==> src/rtl/clk_div_ctrl.sv <==
// Programmable glitch-free clock divider controller: whole-period start/stop and
// ratio changes applied only at period boundaries through a valid/ready port.
module clk_div_ctrl #(
    parameter int DIV_W       = 8,
    parameter int DEFAULT_DIV = 4
) (
    input  logic             clk_in,
    input  logic             reset,
    input  logic             enable,
    input  logic             cfg_valid,
    input  logic [DIV_W-1:0] cfg_div,
    output logic             cfg_ready,
    output logic             cfg_err,
    output logic             clk_out,
    output logic             tick,
    output logic             busy,
    output logic [DIV_W-1:0] cur_div
);

    typedef enum logic [1:0] {
        IDLE = 2'd0,
        RUN  = 2'd1,
        PEND = 2'd2
    } state_t;

    localparam logic [DIV_W-1:0] DEF_DIV = DIV_W'(DEFAULT_DIV);
    localparam logic [DIV_W-1:0] MIN_DIV = DIV_W'(2);
    localparam logic [DIV_W-1:0] ONE     = DIV_W'(1);

    state_t           state_r;
    logic [DIV_W-1:0] cnt_r;
    logic [DIV_W-1:0] pend_div_r;
    logic             pend_valid_r;

    logic [DIV_W-1:0] half_s;
    logic [DIV_W-1:0] cnt_next_s;
    logic             xfer_s;
    logic             legal_xfer_s;
    logic             period_end_s;

    // Handshake and period decode from registered state and the offered ratio
    always_comb begin
        half_s       = cur_div >> 1;
        cnt_next_s   = cnt_r + ONE;
        xfer_s       = cfg_valid && !pend_valid_r;
        legal_xfer_s = xfer_s && (cfg_div >= MIN_DIV);
        period_end_s = (cnt_r == (cur_div - ONE));
    end

    assign cfg_ready = !pend_valid_r;

    // Sequencer: waveform generation, start/stop at boundaries, ratio staging
    always_ff @(posedge clk_in or posedge reset) begin
        if (reset) begin
            state_r      <= IDLE;
            cnt_r        <= '0;
            pend_div_r   <= '0;
            pend_valid_r <= 1'b0;
            cur_div      <= DEF_DIV;
            clk_out      <= 1'b0;
            tick         <= 1'b0;
            busy         <= 1'b0;
            cfg_err      <= 1'b0;
        end else begin
            tick    <= 1'b0;
            cfg_err <= xfer_s && !legal_xfer_s;
            case (state_r)
                IDLE: begin
                    cnt_r <= '0;
                    if (enable) begin
                        clk_out <= 1'b1;
                        tick    <= 1'b1;
                        busy    <= 1'b1;
                        if (legal_xfer_s) begin
                            pend_div_r   <= cfg_div;
                            pend_valid_r <= 1'b1;
                            state_r      <= PEND;
                        end else begin
                            state_r <= RUN;
                        end
                    end else begin
                        clk_out <= 1'b0;
                        busy    <= 1'b0;
                        state_r <= IDLE;
                        if (legal_xfer_s) begin
                            cur_div <= cfg_div;
                        end
                    end
                end
                RUN, PEND: begin
                    if (period_end_s) begin
                        cnt_r        <= '0;
                        pend_valid_r <= enable && legal_xfer_s;
                        if (legal_xfer_s) begin
                            pend_div_r <= cfg_div;
                        end
                        // A staged ratio always wins; a fresh offer while stopping goes straight in
                        if (pend_valid_r) begin
                            cur_div <= pend_div_r;
                        end else if (!enable && legal_xfer_s) begin
                            cur_div <= cfg_div;
                        end
                        if (enable) begin
                            clk_out <= 1'b1;
                            tick    <= 1'b1;
                            busy    <= 1'b1;
                            state_r <= legal_xfer_s ? PEND : RUN;
                        end else begin
                            clk_out <= 1'b0;
                            busy    <= 1'b0;
                            state_r <= IDLE;
                        end
                    end else begin
                        cnt_r   <= cnt_next_s;
                        clk_out <= (cnt_next_s < half_s);
                        if (legal_xfer_s) begin
                            pend_div_r   <= cfg_div;
                            pend_valid_r <= 1'b1;
                            state_r      <= PEND;
                        end
                    end
                end
                default: begin
                    state_r      <= IDLE;
                    cnt_r        <= '0;
                    pend_valid_r <= 1'b0;
                    clk_out      <= 1'b0;
                    busy         <= 1'b0;
                end
            endcase
        end
    end

endmodule

==> config.mk <==
export PLATFORM = sky130hd
export DESIGN_NAME = clk_div_ctrl
export DESIGN_NICKNAME = d
export VERILOG_FILES = /design/src/rtl/clk_div_ctrl.sv
export SDC_FILE = /design/constraint.sdc
export NUM_CORES = 1
export LEC_CHECK = 0
export ABC_AREA = 1
export BUFFER_PORTS_ARGS = -buffer_cell sky130_fd_sc_hd__buf_2
export CAP_MARGIN = 20
export CORE_ASPECT_RATIO = 0.7
export CORE_MARGIN = 2
export CORE_UTILIZATION = 45
export CTS_CLUSTER_DIAMETER = 50
export DETAILED_ROUTE_END_ITERATION = 10
export SLEW_MARGIN = 0
export SYNTH_ARGS = -nofsm -noshare
export SYNTH_HDL_FRONTEND = slang
export SYNTH_SLANG_ARGS = --single-unit
export TNS_END_PERCENT = 20
==> constraint.sdc <==
create_clock -name clk_in -period 5.01 [get_ports clk_in]
set_clock_uncertainty 0.1 [all_clocks]
set_input_delay 0.2505 -clock clk_in [delete_from_list [all_inputs] [get_ports clk_in]]
set_output_delay 0.2505 -clock clk_in [all_outputs]
set_load 0.05 [all_outputs]
* Word-level counts from Yosys, hierarchy flattened
Index checks and enable logic that the tools add are counted.
W data, S select, Z words.
** Operators by class
- Reduce and logical (&&, ||, !) cells :: 13
- Eq/ne operators :: 9
- $add $sub $neg :: 2
- Muxes and demuxes :: 27
- Magnitude comparators :: 2
** Operators by type and width (number)
- $mux W8 :: 9
- $pmux W8 S2 :: 2
- $add A8 B1 Y8 const B :: 1
- $eq A8 B8 Y1 :: 1
- $ge A8 B2 Y1 const B :: 1
- $lt A8 B7 Y1 :: 1
- $mux W2 :: 4
- $ne A2 B2 Y1 const B :: 4
- $pmux W1 S2 :: 4
- $sub A8 B1 Y8 const B :: 1
- $mux W1 :: 7
- $ne A3 B3 Y1 const B :: 2
- $logic_and A1 B1 Y1 :: 5
- $reduce_and A5 Y1 :: 1
- $pmux W2 S2 :: 1
- $logic_not A1 Y1 :: 3
- $eq A2 B1 Y1 const B :: 1
- $eq A2 B2 Y1 const B :: 1
- $logic_not A2 Y1 :: 1
- $reduce_and A2 Y1 :: 1
- $reduce_bool A2 Y1 :: 1
- $reduce_or A2 Y1 :: 1
** Word-level totals
- Output and inout bits :: 13
- Flip-flop bits (word level) :: 31
- Logic and storage cells :: 62
- Bits of input ports :: 12

* Logic depth before layout (Yosys ltp)
- Word-level depth :: 8
- Mapped depth :: 16
- Mapped depth without buffers :: 15

* Least setup slack after synthesis
Ideal clock, no wire load.
- Path type :: register to register
- Start point :: reg cur_div[0]
- End point :: reg cur_div[1]
- Buffers on the path :: 1
- Path slack :: 2787 ps
- Setup time :: 123 ps
- Data arrival time :: 1999 ps
- Clock period less this slack :: 2223 ps
- Cell stages (with the launch flop) :: 16
- Required time :: 4787 ps
- Path through :: dfrtp_1 inv_2 ha_1 inv_1 nand2_1 nand3_1 nand2_1 inv_2 nand3_2 nor2_2 nand2_2 nand2_4 nand2_4 buf_6 nand2_2 o21ai_2
** Between the ends
- Word-level cells in the longest chain between the ends :: 4
** RTL lines
- start: declaration :: line 17 : output logic [DIV_W-1:0] cur_div
- start signal: assignment :: line 86 : cur_div <= cfg_div;
- start signal: assignment :: line 99 : cur_div <= pend_div_r;
- start signal: assignment :: line 101 : cur_div <= cfg_div;
- $sub A8 B1 Y8 :: line 47 : period_end_s = (cnt_r == (cur_div - ONE));
- $eq A8 B8 Y1 :: line 47
- $ne A2 B2 Y1 (no line)
- $reduce_and A5 Y1 (no line)
Every way passes these cells.
A chain may end at the register's enable or synchronous reset.

* Worst setup path in the final report
- Start point :: reg cur_div[0]
- End point :: reg cur_div[3]
Same word-level chain as after synthesis.

==> out/qor.yml <==
syn-cell-area_um2: 1990
drt_drc_violations_left: 0
synth_cell_types: 29
grt_pass1_wl_um: 7090
power.internal_w: 0.000701
swShare_pct: 52.4
start_util_pct: 46.2
p_leak_nw: 1.26
setup_viol: 0
rsz0062_at_grt: "false"
die_area_um2: 4980
ant_nets: 0
slew_violations: 0
tightest_slew_ns: 0.458
outcome: "completed"
ys_seq_area_share_pct: 39.1
wire_per_inst_um: 11.5
critPathKind: "flip-flop to flip-flop"
cts_resized: 0
ys.flop_type: "dfrtp_1"
final_cell_mix: "71 x nand2_1, 40 x inv_1, 30 x dfrtp_1"
hp-class: "primary input to flip-flop"
place.gp.congestion: 0.808
synth.net_count: 292
grt_use_total_pct: 18.3
gr-total-overflow: 0
final.min_clock_period_ns: 2.20
yosys_warnings: 0
syn-instance-count: 270
powerDensity_nw_per_um2: 658
nNetsFinal: 318
crit_arrival_ns: 2.25
period_share_pct: 43.9
layout_commonest_cell: "nand2_1"
p_switching_w: 0.000772
drive_above_1_share_pct: 19.5
final_area_um2: 2240
htree_levels: 2
num_io_pins: 25
combPwrFrac_pct: 57.6
cp_max_fo: 16
hpwl_um: 3150
diodes: 0
num_rows: 20
clkPwrFrac_pct: 12.6
root_buffer: "clkbuf_8"
num_vias: 1657
clkSinkCount: 31
grt_max_degree: 32
nFillCells: 445
die_h_um: 59.6
ir_worst_vdd_mv: 0.375
clockBufferDepth: 2
placed_area_um2: 2150
numCtsBuffers: 5
dr.pass1.iters: 4
core-area_um2: 4300
cts_tree: "done"
avgSynthCellArea_um2: 7.37
drt_wl_total_um: 4050
fmax_ghz: 0.455
synth-seq-cells: 31
whs_ns: 0.110
pwr-share-seq_pct: 29.8
synth_edf_count: 0
viasPerCell: 4.71
synthArstFlopShare_pct: 100
hold_viol_final: 0
maxCapViolations: 0
drt_iter0_markers: 61
grt_pass1_vias: 1481
setup_tns_ns: 0
portBuffers: 24
area_delta_synth_final_pct: 12.5
die_x_um: 83.5
cp.required_ns: 5.06
antenna_found_initial: 0
clk_pin_slew_ns: 0.07
maxSlewHeadroom_pct: 69.4
endpoint_kind: "flip-flop"
start_kind: "flip-flop"
clock_latency_ns: 0.27
==> synthesized netlist by cell type (2+ instances only) <==
library cell | count | area [um2]
o21ai_1 | 2 | 10.0
nand3b_1 | 2 | 15.0
nand2_2 | 5 | 31.3
nor3_1 | 2 | 10.0
o21ai_2 | 8 | 70.1
dfrtp_1 | 30 | 751
ha_1 | 10 | 125
nand2_4 | 2 | 22.5
a21oi_1 | 5 | 25.0
xor2_1 | 7 | 61.3
nand4_1 | 3 | 18.8
nor2_2 | 3 | 18.8
o21ai_0 | 21 | 105
nor2_1 | 24 | 90.1
xnor2_1 | 2 | 17.5
clkbuf_1 | 4 | 15.0
nand2_1 | 71 | 267
inv_2 | 5 | 18.8
nand3_1 | 15 | 75.1
inv_1 | 40 | 150
==> power groups by stage <==
stage	clock network, W	logic (W)	registers [W]
after floorplan	0	0.000558	0.000563
after global placement	0	0.000843	0.000442
after detailed placement	0	0.000850	0.000444
after CTS	0.000192	0.000854	0.000440
after global routing	0.000204	0.000963	0.000455
final	0.000185	0.000849	0.000439
==> path summary, 6_finish.rpt <==
path,from,cells past startpoint,end,slack (ns)
setup / recovery,cur_div[0],13,cur_div[3],2.81
hold / removal,cfg_valid,3,cfg_err,0.11
setup reg to reg,cur_div[0],13,cur_div[3],2.81
hold reg to reg,pend_div_r[5],2,pend_div_r[5],0.38
max in group asynchronous,reset,4,cur_div[2],3.99
min in group asynchronous,reset,4,pend_valid_r,0.48
==> worst max-delay path, cell delays in order, from the launching register on <==
cell and delay, ns:
dfrtp_1 0.44, inv_2 0.14, ha_1 0.20, inv_1 0.06, nor2_1 0.12, nand3_1 0.09, nand2_1 0.09, nand2_1 0.07
nor2_2 0.16, nand2_2 0.11, nand2_4 0.18, nand2_4 0.17, nand2_1 0.11, o21ai_2 0.05
==> registers in the layout (all words and copies together), names as in the netlist <==
name	count
clk_out	1
cur_div	8
tick	1
busy	1
cfg_err	1
pend_div_r	8
pend_valid_r	1
cnt_r	8
state_r	2
==> final cells by class <==
| cell class | count | area [um2] | area share (%) |
|---|---|---|---|
| timing repair buffer | 26 | 138 | 6.15 |
| clock buffer | 7 | 76.3 | 3.41 |
| tap | 55 | 68.8 | 3.07 |
| sequential | 31 | 777 | 34.7 |
| inverter | 45 | 169 | 7.55 |
| clock inverter | 1 | 5.00 | 0.224 |
| multi-input combinational | 187 | 1000 | 44.9 |
==> stage by stage <==
| step | instances | util [%] | power (W) | worst slack, ns |
|---|---|---|---|---|
| 5_1_grt | 352 | 52.0 | 0.00162 | 2.60 |
| 6_report | 352 | 52.0 | 0.00147 | 2.81 |
| 2_1_floorplan | 270 | - | 0.00112 | 2.79 |
| 3_3_place_gp | 343 | 49.9 | 0.00128 | 2.83 |
| 4_1_cts | 352 | 52.0 | 0.00149 | 2.82 |
| 3_5_place_dp | 343 | 49.9 | 0.00129 | 2.84 |
==> metal layers <==
layer  wire, um  part of all wire, %  vias to the layer above  GRT usage, %
met3        185                  4.6                        2          5.71
li1           -                    -                      889             -
met5          0                    0                        -             0
met1       2260                   56                      740          27.9
met4         11                 0.27                        0          3.46
met2       1600                   39                       26          25.6
==> cell families after synthesis <==
logic type               count (synthesis)  synth area share (%)
flip-flops                              31                  39.1
XOR/XNOR                                 9                  3.96
buffers and inverters                   52                  10.4
adder cells (fa/ha/maj)                 10                  6.29
AO/OA/AOI/OAI                           37                  10.9
AND/OR/NAND/NOR                        131                  29.3
==> timing repair <==
| action | in CTS | in global routing |
|---|---|---|
| endpoints found under the setup margin | 0 | 0 |
| hold endpoints to repair | 30 | 0 |
| setup buffers | 0 | 0 |
| hold buffers | 1 | 0 |
No activity file was read; power rests on OpenSTA's default activity.
